===== config.mk =====
export PLATFORM = sky130hd
export DESIGN_NAME = shift_seq_ctrl
export DESIGN_NICKNAME = d
export VERILOG_FILES = /design/src/rtl/shift_seq_ctrl.sv
export SDC_FILE = /design/constraint.sdc
export NUM_CORES = 1
export LEC_CHECK = 0
export CELL_PAD_IN_SITES_DETAIL_PLACEMENT = 1
export CELL_PAD_IN_SITES_GLOBAL_PLACEMENT = 1
export CORE_UTILIZATION = 35
export CTS_CLUSTER_SIZE = 8
export DETAILED_ROUTE_END_ITERATION = 7
export PLACE_DENSITY = 0.9
export SYNTH_ARGS = -nofsm -noshare
export SYNTH_HDL_FRONTEND = slang
export SYNTH_SLANG_ARGS = --single-unit
export TNS_END_PERCENT = 10

===== constraint.sdc =====
create_clock -name clk -period 4.2 [get_ports clk]
set_clock_uncertainty 0.2 [all_clocks]
set_input_delay 1.05 -clock clk [delete_from_list [all_inputs] [get_ports clk]]
set_output_delay 1.05 -clock clk [all_outputs]
set_load 0.1 [all_outputs]

===== src/rtl/shift_seq_ctrl.sv =====
// Multi-cycle shift/rotate sequencer: steps a single-position datapath until the amount is consumed.
// Optional build macro SHIFT_NIBBLE_STEP_EN: move 4 positions per edge while at least 4 remain.
module shift_seq_ctrl #(
  parameter int WIDTH = 32,
  parameter int AMT_W = 5
) (
  input  logic             clk,
  input  logic             clr_n,
  input  logic             start,
  input  logic [2:0]       op,
  input  logic [WIDTH-1:0] a,
  input  logic [AMT_W-1:0] amt,
  output logic             busy,
  output logic             done,
  output logic [WIDTH-1:0] result,
  output logic             err
);

  typedef enum logic [1:0] {IDLE, RUN, DONE} state_t;

  localparam logic [2:0] OP_SHR  = 3'b000;
  localparam logic [2:0] OP_SHRA = 3'b001;
  localparam logic [2:0] OP_SHL  = 3'b010;
  localparam logic [2:0] OP_ROR  = 3'b011;
  localparam logic [2:0] OP_ROL  = 3'b100;

  state_t           state_q, state_d;
  logic [WIDTH-1:0] work_q, work_d;
  logic [AMT_W-1:0] cnt_q, cnt_d;
  logic [2:0]       op_q, op_d;
  logic             err_q, err_d;
  logic [AMT_W-1:0] stp;
  logic             op_illegal;

  function automatic logic [WIDTH-1:0] step_one(input logic [2:0] o, input logic [WIDTH-1:0] v);
    logic signed [WIDTH-1:0] sv;
    sv = v;
    case (o)
      OP_SHR:  return {1'b0, v[WIDTH-1:1]};
      OP_SHRA: return sv >>> 1;
      OP_SHL:  return {v[WIDTH-2:0], 1'b0};
      OP_ROR:  return {v[0], v[WIDTH-1:1]};
      OP_ROL:  return {v[WIDTH-2:0], v[WIDTH-1]};
      default: return v;
    endcase
  endfunction

`ifdef SHIFT_NIBBLE_STEP_EN
  function automatic logic [WIDTH-1:0] step_four(input logic [2:0] o, input logic [WIDTH-1:0] v);
    logic [WIDTH-1:0] t;
    t = v;
    for (int i = 0; i < 4; i++) t = step_one(o, t);
    return t;
  endfunction
`endif

  assign op_illegal = (op > OP_ROL);

  always_comb begin
    state_d = state_q;
    work_d  = work_q;
    cnt_d   = cnt_q;
    op_d    = op_q;
    err_d   = err_q;
    stp     = '0;
    case (state_q)
      IDLE: begin
        if (start) begin
          op_d    = op;
          work_d  = a;
          cnt_d   = amt;
          err_d   = op_illegal;
          state_d = (amt == '0 || op_illegal) ? DONE : RUN;
        end
      end
      RUN: begin
`ifdef SHIFT_NIBBLE_STEP_EN
        if (cnt_q >= AMT_W'(4)) begin
          work_d = step_four(op_q, work_q);
          stp    = AMT_W'(4);
        end else begin
          work_d = step_one(op_q, work_q);
          stp    = AMT_W'(1);
        end
`else
        work_d = step_one(op_q, work_q);
        stp    = AMT_W'(1);
`endif
        cnt_d = cnt_q - stp;
        if (cnt_d == '0) state_d = DONE;
      end
      DONE:    state_d = IDLE;
      default: state_d = IDLE;
    endcase
  end

  always_ff @(posedge clk or negedge clr_n) begin
    if (!clr_n) begin
      state_q <= IDLE;
      work_q  <= '0;
      cnt_q   <= '0;
      op_q    <= '0;
      err_q   <= 1'b0;
    end else begin
      state_q <= state_d;
      work_q  <= work_d;
      cnt_q   <= cnt_d;
      op_q    <= op_d;
      err_q   <= err_d;
    end
  end

  // Result is the working register; it only moves during RUN or on an accepted start.
  assign busy   = (state_q != IDLE);
  assign done   = (state_q == DONE);
  assign result = work_q;
  assign err    = err_q;

endmodule


==> results <==
- The run finished with clean final reports.
- The H-tree was split into 2 levels.
- The detail-routed net length per standard cell is between 15 and 20 um.
- The required time of the critical path is ~3.0 ns.
- Counting every net in the synthesized netlist gives 305.
- The final antenna diode count is 0.
- For this block, the via count after detailed routing is between 2000 and 2500.
- Once layout is complete, the utilization of the core stands at 0.488.
- In this run the most critical hold path is launched from err.
- The global-route wire length before repair is 12200 um.
- The count of buffer and inverter cells on the critical path is 1.
- Counting every sink on the clock net gives 43.
- In this run, synthesis inferred 0 flip-flops with an integrated enable.
- The clock slew at the register clock pins of the worst setup and hold paths is approximately 0.080 ns.
- Walking the worst path, the cells encountered are clkdlybuf4s50_1.
- The detail route stage leaves a number of antenna-violating nets equal to 0.
- The site row count is 30.
- The area of the die is 0.00766 mm2.
- Setup repair after global routing left no endpoint under its margin.
- The most frequently used flop master after synthesis is sky130_fd_sc_hd__dfrtp_1.
- The residual DRC count is 0.
- 78 I/O pins were placed.
- The total of fill cells in the finished design is 794.
- The floorplan die height is 87.5 um.
- After synthesis the cells add up to approximately 0.0026 mm2.
- The sum of negative setup slack is 0 ns.
- In this run the worst path has a maximum fanout of 4.
- The number of warnings issued by yosys is 0.
- The worst pin sits at a relative slew slack of 0.232.
- Of all flip-flops after synthesis, the portion carrying an async set or reset was 1.00.
- The overall die width is 87.5 um.
- In the synthesized netlist, the number of instances is 260.
- At the end of routability-driven placement, the weighted congestion stood at 0.773.
- The max-slew violation total from the final report was 0.
- The cell family with the largest share of critical-path delay is buffers and inverters.
- In the final design database the tool counted 372 nets.
- After clock tree synthesis, the flow added hold-fix buffers numbering 0.
- The portion of the post-synthesis area used by sequential elements is 0.421.
- The initial antenna violation count is 0.
- By area the synthesized netlist is led by sky130_fd_sc_hd__dfrtp_1, sky130_fd_sc_hd__mux2i_1, sky130_fd_sc_hd__o211ai_1.
- The library cell contributing the largest single delay on the critical path is sky130_fd_sc_hd__clkdlybuf4s50_1.
- After detailed routing, the total wire length is 7340 um.
- The tree is rooted in a sky130_fd_sc_hd__clkbuf_8.
- The number of clock buffers inserted by TritonCTS is 5.
- The TritonCTS clock tree is built.
- The post-synthesis to final-layout area growth is 32.5%.
- The most frequent cell after synthesis is sky130_fd_sc_hd__dfrtp_1.
- The pin slew with the least headroom to its limit is 1.15 ns.
- Gates resized during post-CTS repair numbered 0.
- Summed over all instances, the cell type with the most area after synthesis is sky130_fd_sc_hd__dfrtp_1.
- The max-cap violation count is 0.
- After synthesis, the mean cell area works out to 9.84 um2.
- Counting flops and latches in the post-synthesis netlist gives 43.
- The clock passes through at most 2 buffers.
- The source of the worst register-to-register timing path is state_q[1].
- Ranked by instance count, the synthesized netlist is headed by sky130_fd_sc_hd__dfrtp_1, sky130_fd_sc_hd__nand2_1, sky130_fd_sc_hd__mux2i_1, sky130_fd_sc_hd__nand3_1, sky130_fd_sc_hd__o211ai_1.
- The total setup buffers inserted after CTS is 0.
- For this configuration, the core starts out at a cell density of 0.368.
- Setup violations remaining at the end of the flow were counted as 0.
- The number of global-route vias before repair is 2429.
- STA classifies the critical path startpoint as a flip-flop.
- Detailed placement ended at an HPWL of 5340 um.
- The area taken by flip-flops and latches is 0.00108 mm2.
- In this run the worst hold path is classified as flip-flop to flip-flop.
- The total count of hold-check failures in the final report came to 0.
- The layout cell share with drive strength beyond 1 is 0.0884.
- The synthesized netlist contains 45 unique library cells.
- The critical path's largest stage delay is 1.17 ns.
- The share of synthesized area in the top cell type comes to 0.421.
- The later-pin clock latency in the skew report is just under 0.3 ns.
- The multi-input combinational cells in the finished layout cover a total of around 0.0013 mm2.
- The achievable frequency is 318 MHz.
- Before antenna repair, the detailed router went through 4 iterations.
- Data on the critical path arrives at its endpoint at about 1.9 ns.
- The starting DRC count in detailed routing is 64.
- The sort of element at the end of the critical path is an output port.
- The launch point of the worst path is result[31].
- After detailed routing, the number of vias per cell comes to ~5.3.
- Entering global routing, the biggest net connects 44 pins.
- After floorplanning, the core was sized to cover 0.00694 mm2.
- The final critical-path share of the clock period is 0.748.
- The critical path in this run is classified as flip-flop to output port.
- The global router's overall resource usage is 0.207.
- The clock period minus final worst setup slack is 3.14 ns.
- After global routing the overflow that remains totals 0.
- In this run the tool buffered the top-level ports with 77 buffer cells.
==> routing by layer <==
metal / GRT usage / part of all wire / vias up
li1: - / - / 1074
met5: 0 / 0 / -
met3: 0.0360 / 0.038 / 11
met1: 0.262 / 0.45 / 1103
met4: 0.0596 / 0.015 / 0
met2: 0.362 / 0.50 / 58
==> layout make-up <==
type | instances | area share
Multi-Input combinational cell | 188 | 0.381
Sequential cell | 43 | 0.317
Clock inverter | 1 | 0.00148
Tap cell | 96 | 0.0354
Clock buffer | 7 | 0.0225
Inverter | 8 | 0.00886
Timing Repair Buffer | 81 | 0.233
==> metrics by stage <==
stage	setup slack, ns	area [um2]	cells	hold WS, ns
2_1_floorplan	0.926	2560	260	0.294
3_3_place_gp	1.14	3310	416	0.297
3_5_place_dp	1.01	3310	416	0.299
4_1_cts	1.04	3390	424	0.318
5_1_grt	1.00	3390	424	0.347
6_report	1.06	3390	424	0.315
==> flip-flops by register name, summed over array words and instances (netlist names) <==
register,cells
cnt_q,5
err,1
op_q,3
result,32
state_q,2
==> path summary, 6_finish.rpt <==
check                              to  slack [ns]  cells after the start
min reg2reg                       err        0.32                      1
max reg2reg                result[31]        1.82                      3
max                        result[31]        1.06                      1
min in group asynchronous   result[4]        0.73                      1
min                               err        0.32                      1
max in group asynchronous  result[23]        2.44                      1
==> cells in the final DEF (no fill, tap or decap), drive strengths merged, types with 7 or more instances in the layout <==
master	count
buf	7
nand2	35
nand3	31
dfrtp	43
mux2i	31
a21oi	7
o211ai	31
o21ai	9
inv	8
clkdlybuf4s50	74
clkbuf	7
==> logic make-up (layout without fill, tap and decap cells) <==
| kind of cell | after synthesis | count (layout) | share of synthesized area |
|---|---|---|---|
| compound gates | 63 | 63 | 0.182 |
| xor+xnor | 2 | 2 | 0.00978 |
| fa+ha+maj | 2 | 2 | 0.00978 |
| buf+inv | 29 | 97 | 0.0743 |
| flops | 43 | 43 | 0.421 |
| mux | 34 | 34 | 0.134 |
| simple gates | 87 | 87 | 0.169 |
Power is left out: the tool's default activity adds up to more than one toggle a clock period on the data nets, which glitch-free logic cannot reach.
